--- src/rtl/uart_pkg.sv ---
// Shared UART definitions: receiver state encodings and frame constants.
// Imported by the receiver and its helper blocks.
package uart_pkg;

  localparam int CLK_PER_BIT_DEFAULT = 10417;
  localparam int DATA_BITS           = 8;

  typedef enum logic [2:0] {
    RX_IDLE  = 3'd0,
    RX_START = 3'd1,
    RX_DATA  = 3'd2,
    RX_STOP  = 3'd3,
    RX_BREAK = 3'd4
  } rx_state_e;

endpackage

--- src/rtl/uart_rx_sync.sv ---
// Two-flop synchroniser for an asynchronous, idle-high input.
// Both flops reset to 1 so a reset never looks like a start bit.
module uart_rx_sync (
  input  logic i_clk,
  input  logic i_rst,
  input  logic i_async,
  output logic o_sync
);

  logic meta;

  always_ff @(posedge i_clk) begin
    if (i_rst) begin
      meta   <= 1'b1;
      o_sync <= 1'b1;
    end else begin
      meta   <= i_async;
      o_sync <= meta;
    end
  end

endmodule

--- src/rtl/uart_rx.sv ---
// 8N1 UART receiver: synchronises the line, qualifies the start bit,
// samples data near mid-bit, and flags a low stop bit as a framing error.
module uart_rx
  import uart_pkg::*;
#(
  parameter int clk_per_bit = CLK_PER_BIT_DEFAULT
) (
  input  logic       i_clk,
  input  logic       i_rst,
  input  logic       i_rx_serial,
  output logic [7:0] o_rx_byte,
  output logic       o_rx_valid,
  output logic       o_rx_frame_err,
  output logic       o_rx_busy
);

  localparam int             HALF    = clk_per_bit / 2;
  localparam int             CW      = $clog2(clk_per_bit);
  localparam logic [CW-1:0]  HALF_M1 = CW'(HALF - 1);
  localparam logic [CW-1:0]  LAST    = CW'(clk_per_bit - 1);
  localparam logic [2:0]     LAST_BIT = 3'(DATA_BITS - 1);

  logic            s_rx;
  rx_state_e       state_q, state_d;
  logic [CW-1:0]   cnt_q, cnt_d;
  logic [2:0]      bit_q, bit_d;
  logic [7:0]      shift_q, shift_d;
  logic [7:0]      byte_q, byte_d;
  logic            valid_q, valid_d;
  logic            err_q, err_d;

  uart_rx_sync u_sync (
    .i_clk   (i_clk),
    .i_rst   (i_rst),
    .i_async (i_rx_serial),
    .o_sync  (s_rx)
  );

  always_ff @(posedge i_clk) begin
    if (i_rst) begin
      state_q <= RX_IDLE;
      cnt_q   <= '0;
      bit_q   <= '0;
      shift_q <= '0;
      byte_q  <= '0;
      valid_q <= 1'b0;
      err_q   <= 1'b0;
    end else begin
      state_q <= state_d;
      cnt_q   <= cnt_d;
      bit_q   <= bit_d;
      shift_q <= shift_d;
      byte_q  <= byte_d;
      valid_q <= valid_d;
      err_q   <= err_d;
    end
  end

  always_comb begin
    state_d = state_q;
    cnt_d   = cnt_q;
    bit_d   = bit_q;
    shift_d = shift_q;
    byte_d  = byte_q;
    valid_d = 1'b0;
    err_d   = 1'b0;
    case (state_q)
      RX_IDLE: begin
        cnt_d = '0;
        if (!s_rx) state_d = RX_START;
      end
      // Any high sample while qualifying the start bit is treated as a glitch.
      RX_START: begin
        if (s_rx) begin
          state_d = RX_IDLE;
          cnt_d   = '0;
        end else if (cnt_q == HALF_M1) begin
          state_d = RX_DATA;
          cnt_d   = '0;
          bit_d   = '0;
        end else begin
          cnt_d = cnt_q + CW'(1);
        end
      end
      RX_DATA: begin
        if (cnt_q == LAST) begin
          cnt_d          = '0;
          shift_d[bit_q] = s_rx;
          bit_d          = bit_q + 3'd1;
          if (bit_q == LAST_BIT) state_d = RX_STOP;
        end else begin
          cnt_d = cnt_q + CW'(1);
        end
      end
      RX_STOP: begin
        if (cnt_q == LAST) begin
          cnt_d = '0;
          if (s_rx) begin
            byte_d  = shift_q;
            valid_d = 1'b1;
            state_d = RX_IDLE;
          end else begin
            err_d   = 1'b1;
            state_d = RX_BREAK;
          end
        end else begin
          cnt_d = cnt_q + CW'(1);
        end
      end
      // Wait out a held-low line so it is not decoded as a stream of 0x00.
      RX_BREAK: begin
        cnt_d = '0;
        if (s_rx) state_d = RX_IDLE;
      end
      default: begin
        state_d = RX_IDLE;
        cnt_d   = '0;
      end
    endcase
  end

  assign o_rx_byte      = byte_q;
  assign o_rx_valid     = valid_q;
  assign o_rx_frame_err = err_q;
  assign o_rx_busy      = (state_q != RX_IDLE);

endmodule
--- config.mk ---
export PLATFORM = sky130hd
export DESIGN_NAME = uart_rx
export DESIGN_NICKNAME = d
export VERILOG_FILES = /design/src/rtl/uart_pkg.sv /design/src/rtl/uart_rx_sync.sv /design/src/rtl/uart_rx.sv
export SDC_FILE = /design/constraint.sdc
export NUM_CORES = 1
export LEC_CHECK = 0
export BUFFER_PORTS_ARGS = -buffer_cell sky130_fd_sc_hd__buf_4
export CAP_MARGIN = 30
export CELL_PAD_IN_SITES_DETAIL_PLACEMENT = 0
export CELL_PAD_IN_SITES_GLOBAL_PLACEMENT = 2
export CORE_UTILIZATION = 34
export CTS_BUF_LIST = sky130_fd_sc_hd__clkbuf_16
export DETAILED_ROUTE_END_ITERATION = 10
export PLACE_DENSITY = 0.84
export SYNTH_ARGS = -nofsm -noshare
export SYNTH_HDL_FRONTEND = slang
export SYNTH_SLANG_ARGS = --single-unit
--- constraint.sdc ---
create_clock -name i_clk -period 2.3 [get_ports i_clk]
set_clock_uncertainty 0.15 [all_clocks]
set_input_delay 0.115 -clock i_clk [delete_from_list [all_inputs] [get_ports i_clk]]
set_output_delay 0.115 -clock i_clk [all_outputs]
set_load 0.01 [all_outputs]
==> flow_summary.json <==
{
  "p_leak_nw": 0.867,
  "syn_nets": 225,
  "drtIter0Drc": 99,
  "drt-vias-per-instance": 5.18,
  "synth_edf_count": 0,
  "critPathBufInv": 1,
  "dieHeight_um": 78.9,
  "synthXorXnorAreaFrac": 0.0392,
  "total_power_mw": 1.40,
  "use_met1": 0.208,
  "grt_pass1_wl_um": 7380,
  "grt_antenna_before_repair": 0,
  "yosysWarningCount": 0,
  "postCtsSetupBuffers": 0,
  "area_growth_pct": 18.3,
  "synthArstFlopShare": 0,
  "synth_top_area_share": 0.398,
  "ys_ff_latch": 40,
  "ir_drop_mv": 0.276,
  "ys.flop_type": "dfxtp_1",
  "cp_cell_sequence": "or4b_4, or4_4, buf_4, o21ai_0, a21oi_1",
  "crit_required_ps": 2310,
  "numCtsBuffers": 5,
  "hpwl_um": 2910,
  "grt.met2_usage": 0.230,
  "postSynthAreaPerCell_um2": 9.22,
  "grt_overflow": 0,
  "gr-usage-all-layers": 0.151,
  "clk_latency_ps": 280,
  "diodes": 0,
  "grt.busiest_layer": "met2",
  "synth-compound-area-share": 0.143,
  "core_um2": 5610,
  "vias": 1605,
  "hold_path_depth": 2,
  "clkSinkCount": 40,
  "start_kind": "flip-flop",
  "row_count": 27,
  "hold_viol": 0,
  "initial_utilization": 0.359,
  "cap_violations": 0,
  "seq_area_frac_synth": 0.398,
  "cp.arrival_ps": 2210,
  "fillers": 563,
  "final_max_slew_viol_count": 0,
  "grt_max_degree": 29,
  "relSlewSlack": 0.708,
  "path_depth": 5,
  "finalNetCount": 244,
  "cts_root_buffer": "clkbuf_16",
  "min_period_over_period": 0.958,
  "cts_tree": "yes",
  "final_util": 0.424,
  "dr.pass1.iters": 4,
  "min_path_type": "in -> reg",
  "fmax_ghz": 0.454,
  "yosys.area_share.simple": 0.296,
  "ioPinCount": 14,
  "tns_ps": 0,
  "crit_type": "reg -> reg",
  "place_congestion": 0.753,
  "totalWireLength_um": 4260,
  "tightest_slew_ps": 438,
  "ys_types": 51,
  "slowest_stage": "or4_4",
  "multiInputGateArea_um2": 1110,
  "synth_fa_ha_area_frac": 0.0249,
  "status": "finished, final reports clean",
  "port_buffers": 13,
  "power_density_nw_per_um2": 589,
  "regArea_um2": 801,
  "cts_resized": 0,
  "rsz0062_at_grt": "no",
  "period_needed_ps": 2200,
  "drive_gt1_frac": 0.181,
  "grt_pass1_vias": 1461,
  "synth.area.top_cells": "dfxtp_1, mux2i_1, nand3_1",
  "yosysTopAreaCell": "dfxtp_1",
  "crit_path_end_kind": "flip-flop",
  "setup_viol": 0,
  "crit_path_max_incr_delay_ps": 600,
  "syn_inst": 218,
  "synthMuxAreaShare": 0.0448,
  "clk_pin_slew_worst_paths_ps": 60,
  "synth_top_family_by_area": "simple AND/OR/NAND/NOR gates",
  "crit_family": "simple AND/OR/NAND/NOR gates",
  "reg2reg_depth": 5,
  "htreeDepth": 2,
  "postRouteAntennaNets": 0,
  "wl_per_cell_um": 13.7,
  "drc": 0,
  "met3_usage": 0.0356,
  "clockBufferDepth": 2,
  "die_area_um2": 6230,
  "synth.most_common_cell": "dfxtp_1",
  "synth_area_um2": 2010,
  "yosys-top-cells-count": "dfxtp_1, nand3_1, o21ai_0, nand2b_1, nand4_1",
  "path_max_fanout": 9,
  "die_w_um": 78.9
}
==> layer usage <==
layer | vias up | routed length [um]
met5 | - | 0
met4 | 0 | 37
met3 | 4 | 114
met2 | 18 | 1930
met1 | 745 | 2170
li1 | 838 | -
==> cell usage in the layout, fill, tap and decap left out, types with 2 or more instances in the layout <==
| master | count |
|---|---|
| nor2b_1 | 4 |
| a31oi_1 | 2 |
| or2b_1 | 2 |
| dfxtp_1 | 40 |
| and3_1 | 2 |
| buf_4 | 26 |
| nand4_1 | 11 |
| a211oi_1 | 5 |
| inv_1 | 4 |
| nor3_1 | 9 |
| clkinv_2 | 2 |
| nand3_1 | 16 |
| ha_1 | 4 |
| nand2b_1 | 12 |
| nand2_1 | 5 |
| nor3b_1 | 3 |
| nor4_2 | 2 |
| mux2i_1 | 9 |
| clkbuf_16 | 5 |
| o21ai_0 | 14 |
| or2_2 | 2 |
| o211ai_1 | 3 |
| xor2_1 | 5 |
| and2_1 | 3 |
| xnor2_1 | 4 |
| nor2_1 | 5 |
| a21oi_1 | 10 |
| or3_1 | 6 |
==> power by group <==
group	switching, mW	total [mW]	internal (mW)
logic	0.0269	0.0481	0.0212
clock network	0.263	0.656	0.394
registers	0.00129	0.697	0.696
total	0.291	1.40	1.11
==> worst register-to-register path, cell delays in order, from the launching register on <==
cell and delay, ps:
dfxtp_1 310, or4b_4 550, or4_4 610, buf_4 210, o21ai_0 180, a21oi_1 90
==> cell families after synthesis <==
logic type / Yosys count
and+or+nand+nor: 92
AOI/OAI and AO/OA: 44
DFF: 40
buffers and inverters: 20
xor gates and xnor gates: 9
muxes: 9
adders and majority gates: 4
==> stage by stage <==
stage	hold slack, ps	cells	setup slack [ps]	cell area [um2]
6_report	60.3	310	95.5	2380
4_1_cts	62.4	310	79.0	2380
3_3_place_gp	153	301	140	2230
3_5_place_dp	155	301	89.9	2230
5_1_grt	71.9	310	0.378	2380
2_1_floorplan	68.8	218	133	2010
==> final cells by class <==
| class | instances | share of cell area |
|---|---|---|
| multi-input cells | 158 | 0.466 |
| flip-flops and latches | 40 | 0.337 |
| repair buffers | 28 | 0.0947 |
| clock buffers | 5 | 0.0526 |
| well taps | 72 | 0.0379 |
| inverters | 4 | 0.00631 |
| clock inverters | 3 | 0.00579 |
==> flip-flops by register name, indices dropped and copies added (netlist names) <==
register,count
cnt_q,14
o_rx_byte,8
shift_q,8
bit_q,3
state_q,3
o_rx_frame_err,1
o_rx_valid,1
u_sync.meta,1
u_sync.o_sync,1
==> repair_timing <==
| action | CTS | global route |
|---|---|---|
| hold buffers | 1 | 0 |
| endpoints found under the setup margin | 0 | 0 |
| hold endpoints to repair | 1 | 0 |
==> worst paths after layout <==
check | start | to | slack, ps
max | cnt_q[9] | o_rx_byte[4] | 100
min reg2reg | u_sync.meta | u_sync.o_sync | 260
min | i_rst | o_rx_byte[5] | 60
max reg2reg | cnt_q[9] | o_rx_byte[4] | 100
Note: power is estimated with default switching activity, not from simulation.
